--- config.mk ---
export PLATFORM = sky130hd
export DESIGN_NAME = mem_access
export DESIGN_NICKNAME = d
export VERILOG_FILES = /design/src/rtl/rv32_pkg.sv /design/src/rtl/load_align.sv /design/src/rtl/mem_access.sv
export SDC_FILE = /design/constraint.sdc
export NUM_CORES = 1
export LEC_CHECK = 0
export BUFFER_PORTS_ARGS = -buffer_cell sky130_fd_sc_hd__buf_2
export CORE_MARGIN = 2
export CORE_UTILIZATION = 25
export DETAILED_ROUTE_END_ITERATION = 8
export SLEW_MARGIN = 30
export SYNTH_ARGS = -nofsm -noshare
export SYNTH_HDL_FRONTEND = slang
export SYNTH_SLANG_ARGS = --single-unit
--- constraint.sdc ---
create_clock -name clk -period 2.8 [get_ports clk]
set_clock_uncertainty 0.05 [all_clocks]
set_input_delay 0.42 -clock clk [delete_from_list [all_inputs] [get_ports clk]]
set_output_delay 0.42 -clock clk [all_outputs]
set_load 0.05 [all_outputs]
--- src/rtl/rv32_pkg.sv ---
// rv32_pkg: opcode/funct3 constants and memory-stage state encoding shared by the rv32 pipeline.
package rv32_pkg;
  localparam logic [6:0] OP_LOAD  = 7'b0000011;
  localparam logic [6:0] OP_STORE = 7'b0100011;
  localparam logic [2:0] F3_B  = 3'b000;
  localparam logic [2:0] F3_H  = 3'b001;
  localparam logic [2:0] F3_W  = 3'b010;
  localparam logic [2:0] F3_BU = 3'b100;
  localparam logic [2:0] F3_HU = 3'b101;
  typedef enum logic [1:0] {MEM_IDLE, MEM_REQ, MEM_WAIT} mem_state_e;
endpackage

--- src/rtl/load_align.sv ---
// load_align: selects the addressed byte/half of a load word and sign- or zero-extends it.
module load_align
  import rv32_pkg::*;
(
  input  logic [31:0] rdata_i,
  input  logic [1:0]  off_i,
  input  logic [2:0]  f3_i,
  output logic [31:0] data_o
);
  logic [31:0] sh;
  always_comb begin
    sh = rdata_i >> {off_i, 3'b000};
    data_o = f3_i == F3_B  ? {{24{sh[7]}}, sh[7:0]} :
             f3_i == F3_BU ? {24'h0, sh[7:0]} :
             f3_i == F3_H  ? {{16{sh[15]}}, sh[15:0]} :
             f3_i == F3_HU ? {16'h0, sh[15:0]} : rdata_i;
  end
endmodule

--- src/rtl/mem_access.sv ---
// mem_access: rv32 memory-access stage; issues loads/stores over a req/gnt/rvalid port and registers results for writeback.
module mem_access
  import rv32_pkg::*;
#(
  parameter int          DMEM_AW   = 32,
  parameter logic [31:0] RST_INSTR = 32'h0000_0000
) (
  input  logic               clk,
  input  logic               rst,
  input  logic               in_valid,
  input  logic [31:0]        in_instruction,
  input  logic [31:0]        in_alu_result,
  input  logic [31:0]        in_rs2_data,
  output logic               stall,
  output logic               dmem_req,
  output logic               dmem_we,
  output logic [DMEM_AW-1:0] dmem_addr,
  output logic [3:0]         dmem_be,
  output logic [31:0]        dmem_wdata,
  input  logic               dmem_gnt,
  input  logic               dmem_rvalid,
  input  logic [31:0]        dmem_rdata,
  output logic               out_valid,
  output logic [31:0]        out_instruction,
  output logic [31:0]        out_alu_result,
  output logic [31:0]        out_load_data,
  output logic               out_exc
);
  mem_state_e  state_q;
  logic [31:0] instr_q, alu_q, wdata_q, wdata_d, ld_data;
  logic [3:0]  be_q, be_d;
  logic        we_q;
  logic [6:0]  op;
  logic [2:0]  f3;
  logic [1:0]  a;
  logic        is_ld, is_st, f3_ok, mis, bad;
  always_comb begin
    op    = in_instruction[6:0];
    f3    = in_instruction[14:12];
    a     = in_alu_result[1:0];
    is_ld = op == OP_LOAD;
    is_st = op == OP_STORE;
    f3_ok = (f3 == F3_B || f3 == F3_H || f3 == F3_W) || (is_ld && (f3 == F3_BU || f3 == F3_HU));
    mis   = ((f3 == F3_H || f3 == F3_HU) && a[0]) || (f3 == F3_W && a != 2'b00);
    bad   = (is_ld || is_st) && (!f3_ok || mis);
    be_d  = is_st && f3 == F3_B ? 4'b0001 << a :
            is_st && f3 == F3_H ? 4'b0011 << a : 4'b1111;
    wdata_d = f3 == F3_B ? {4{in_rs2_data[7:0]}} :
              f3 == F3_H ? {2{in_rs2_data[15:0]}} : in_rs2_data;
  end
  assign stall      = state_q != MEM_IDLE;
  assign dmem_req   = state_q == MEM_REQ;
  assign dmem_we    = we_q;
  assign dmem_addr  = {alu_q[DMEM_AW-1:2], 2'b00};
  assign dmem_be    = be_q;
  assign dmem_wdata = wdata_q;
  load_align u_align (
    .rdata_i(dmem_rdata),
    .off_i  (alu_q[1:0]),
    .f3_i   (instr_q[14:12]),
    .data_o (ld_data)
  );
  always_ff @(posedge clk) begin
    if (rst) begin
      state_q         <= MEM_IDLE;
      instr_q         <= '0;
      alu_q           <= '0;
      be_q            <= '0;
      wdata_q         <= '0;
      we_q            <= 1'b0;
      out_valid       <= 1'b0;
      out_instruction <= RST_INSTR;
      out_alu_result  <= '0;
      out_load_data   <= '0;
      out_exc         <= 1'b0;
    end else begin
      out_valid <= 1'b0;
      case (state_q)
        MEM_IDLE: if (in_valid) begin
          if ((is_ld || is_st) && !bad) begin
            state_q <= MEM_REQ;
            instr_q <= in_instruction;
            alu_q   <= in_alu_result;
            be_q    <= be_d;
            wdata_q <= wdata_d;
            we_q    <= is_st;
          end else begin
            out_valid       <= 1'b1;
            out_instruction <= in_instruction;
            out_alu_result  <= in_alu_result;
            out_load_data   <= '0;
            out_exc         <= bad;
          end
        end
        MEM_REQ: if (dmem_gnt) begin
          state_q <= we_q ? MEM_IDLE : MEM_WAIT;
          if (we_q) begin
            out_valid       <= 1'b1;
            out_instruction <= instr_q;
            out_alu_result  <= alu_q;
            out_load_data   <= '0;
            out_exc         <= 1'b0;
          end
        end
        MEM_WAIT: if (dmem_rvalid) begin
          state_q         <= MEM_IDLE;
          out_valid       <= 1'b1;
          out_instruction <= instr_q;
          out_alu_result  <= alu_q;
          out_load_data   <= ld_data;
          out_exc         <= 1'b0;
        end
        default: state_q <= MEM_IDLE;
      endcase
    end
  end
endmodule

==> run_results.csv <==
group,metric,value,unit
cells_and_area,mostFrequentLayoutCell,"buf_2",
logic_synthesis,synth_top_area_share,44.1,%
clocking,clk_pin_slew,0.06,ns
clocking,cts_num_sinks,201,
floorplan,die_w,195,µm
logic_synthesis,synth_edf_count,0,
worst_setup_path,cp_data_arrival_time,2.78,ns
detailed_routing,drt-wirelength-per-cell,17.6,µm
cells_and_area,final_util,33.0,%
logic_synthesis,syn_area,0.00913,mm²
worst_hold_path,hold-path-cell-count,3,
run,maxCapViolCount,0,
floorplan,start_util,25.5,%
logic_synthesis,synth_cell_types,44,
timing,final.setup.worst_slack,0.405,ns
cells_and_area,nets,1435,
clocking,cts_buffer_depth,3,
worst_setup_path,crit_family,"buffers and inverters",
logic_synthesis,synthTopCellsByArea,"dfxtp_1 44%, mux2i_1 9.6%, a21oi_1 8.7%",
placement,routabilityCongestion,0.823,
clocking,cts_resized,0,
floorplan,io_pins,302,
logic_synthesis,yosysWarnings,0,
timing,finalSetupViolCount,0,
logic_synthesis,synth_flop_cell,"dfxtp_1",
detailed_routing,vias,8687,
cells_and_area,design_area,0.0118,mm²
floorplan,core_area,0.0357,mm²
worst_setup_path,crit_path_frequent_cell,"inv_1",
worst_setup_path,crit-reg2reg-launch,"state_q[0]",
pwr,ir_drop,401,µV
detailed_routing,routed_wirelength,31.3,mm
cells_and_area,drive_above_1_share,29.1,%
grt,track_usage,15.8,%
clocking,root_buffer,"clkbuf_16",
logic_synthesis,ys_seq_elements,201,
detailed_routing,ant_nets,0,
pwr,p_total,0.00713,W
clocking,numCtsBuffers,25,
worst_setup_path,cp_num_buf_inv,3,
worst_setup_path,critical-path-slowest-cell,"nor3_2",
timing,tightest_slew,0.728,ns
placement,port_buffers,299,
worst_hold_path,hold_end,"alu_q[2]",
worst_setup_path,critPathMaxFanout,64,
logic_synthesis,yosysSeqAreaShare,44.1,%
floorplan,dieHeight,195,µm
clocking,cts_tree,"built",
detailed_routing,viasPerCell,4.89,
timing,maxSlewHeadroom,51.5,%
grt,grt_pass1_wl,48.2,mm
grt,grt_max_degree,83,
detailed_routing,drc_errors,0,
worst_setup_path,crit_chain,"inv_1, ha_1, inv_1, o221ai_2, nor3_2, buf_12, a21oi_1, a211oi_1",
timing,finalSetupTns,0,ns
logic_synthesis,syn_inst,1066,
timing,period_minus_slack,2.40,ns
worst_setup_path,worstRegToRegCells,8,
timing,finalHoldViolations,0,
timing,rsz0062_at_grt,"false",
worst_setup_path,cpPeakStageDelay,0.44,ns
timing,fmaxAchievable,417,MHz
grt,grt_pass1_vias,8371,
timing,min_period_over_period,85.6,%
logic_synthesis,synth_top_cell_by_area,"dfxtp_1",
pwr,leakage,4.66,nW
worst_setup_path,worstSetupEndpointType,"flip-flop",
worst_setup_path,rrSetupSlack,0.40,ns
cells_and_area,syn2layout_area_growth,29.3,%
placement,dpl.hpwl,21.7,mm
placement,placed_area,0.0109,mm²
worst_setup_path,criticalPathCategory,"flip-flop to flip-flop",
worst_setup_path,cp.required,3.18,ns
pwr,powerDensity,604,mW/mm²
worst_setup_path,r2r_end,"out_alu_result[30]",
detailed_routing,drtPass1Iterations,7,
logic_synthesis,synthArstFlopShare,0,%
cells_and_area,final_cell_mix,"298 x buf_2, 201 x dfxtp_1, 164 x nand2_1",
detailed_routing,drt_iter0_drc,495,
worst_hold_path,min_from,"in_alu_result[2]",
timing,drv_slew,0,
clocking,clock_latency,0.54,ns
floorplan,rows,69,
floorplan,die_area,0.0381,mm²
worst_hold_path,hold_path.class,"primary input to flip-flop",
grt,grt.overflow.total,0,
clocking,htreeDepth,1,
worst_setup_path,cp-start-kind,"flip-flop",
clocking,ctsHoldBuffers,0,
outcome,status,"complete, no violations",
clocking,postCtsSetupBuffers,0,
logic_synthesis,syn_area_per_cell,8.56,µm²
grt,antenna_found_initial,6,
placement,dpl_worst_slack,0.312,ns
## area by class of cell
cell class                      instances  area, µm²
Antenna cell                            3       7.51
Clock buffer                           36        737
Clock inverter                         10        120
Fill cell                            3832      23900
Inverter                               10       37.5
Multi-Input combinational cell        729       4500
Sequential cell                       201       4020
Tap cell                              461        577
Timing Repair Buffer                  327       1800
## worst reg2reg max path, stage by stage, from the launching register on
cell and delay, ns:
dfxtp_1 0.37, inv_1 0.12, ha_1 0.27, inv_1 0.11, o221ai_2 0.17, nor3_2 0.44, buf_12 0.36, a21oi_1 0.15
a211oi_1 0.24
## flip-flops by register name, summed over array words and instances, names as in the netlist
signal and count:
alu_q 32, dmem_be 4, dmem_wdata 32, dmem_we 1, instr_q 32, out_alu_result 32
out_exc 1, out_instruction 32, out_load_data 32, out_valid 1, state_q 2
## where the power goes
group          leakage [nW]  switching [W]  total (W)  internal (W)
clock                 0.417        0.00133    0.00335       0.00202
combinational          2.61       0.000575   0.000815      0.000240
sequential             1.64      0.0000342    0.00297       0.00293
## cells in the mapped netlist (2+ instances only)
| library cell | instances |
|---|---|
| buf_2 | 12 |
| nand2b_1 | 18 |
| nand4_1 | 2 |
| o22a_1 | 7 |
| o21ai_0 | 34 |
| a2111oi_0 | 2 |
| nor3_1 | 10 |
| a311oi_1 | 8 |
| nor3b_1 | 4 |
| nor2_1 | 56 |
| or3_1 | 2 |
| nand3_1 | 4 |
| o2bb2ai_1 | 7 |
| buf_4 | 32 |
| o41ai_1 | 10 |
| mux2i_1 | 88 |
| buf_1 | 4 |
| dfxtp_1 | 201 |
| nand2_1 | 164 |
| a211oi_1 | 73 |
| clkbuf_1 | 78 |
| ha_1 | 8 |
| o21a_1 | 3 |
| a32o_1 | 9 |
| nor2b_1 | 23 |
| or4_1 | 2 |
| a221oi_1 | 9 |
| o2111ai_1 | 7 |
| nor3_2 | 2 |
| a21oi_1 | 158 |
| o211ai_1 | 8 |
| inv_1 | 9 |
## layer usage
layer	wire (µm)	global-route usage [%]	up-vias
met4	925	4.86	4
met1	13700	20.7	4064
met2	14200	25.2	326
met5	21	0	-
li1	-	-	4235
met3	2530	4.51	58
## how the worst max path moves through the flow
stage,slack (ns),depth (start not counted),start,endpoint
finish,0.40,8,state_q[0],out_alu_result[30]
global route,0.21,8,state_q[0],out_instruction[27]
CTS,0.40,8,state_q[0],out_alu_result[27]
detailed placement,0.31,9,in_alu_result[1],out_alu_result[16]
global placement,0.34,9,in_alu_result[0],out_load_data[8]
floorplan,0.41,8,state_q[1],out_exc
## cell families (layout without fill, tap and decap cells)
| logic type | after synthesis | count (layout) | share of synthesized area [%] |
|---|---|---|---|
| and+or+nand+nor | 289 | 289 | 13.8 |
| AOI/OAI and AO/OA | 340 | 340 | 23.8 |
| adders and majority gates | 8 | 8 | 1.10 |
| DFF | 201 | 201 | 44.1 |
| muxes | 90 | 90 | 10.0 |
| buffers and inverters | 137 | 383 | 7.20 |
| other | 1 | 5 | 0.0411 |
## metrics by stage
step	instances	hold WS (ns)
after floorplan	1067	0.386
after CTS	1774	0.0370
after global placement	1728	0.391
final	1777	0.0758
after detailed placement	1728	0.396
after global routing	1777	0.0458
(Power assumes the default switching activity.)
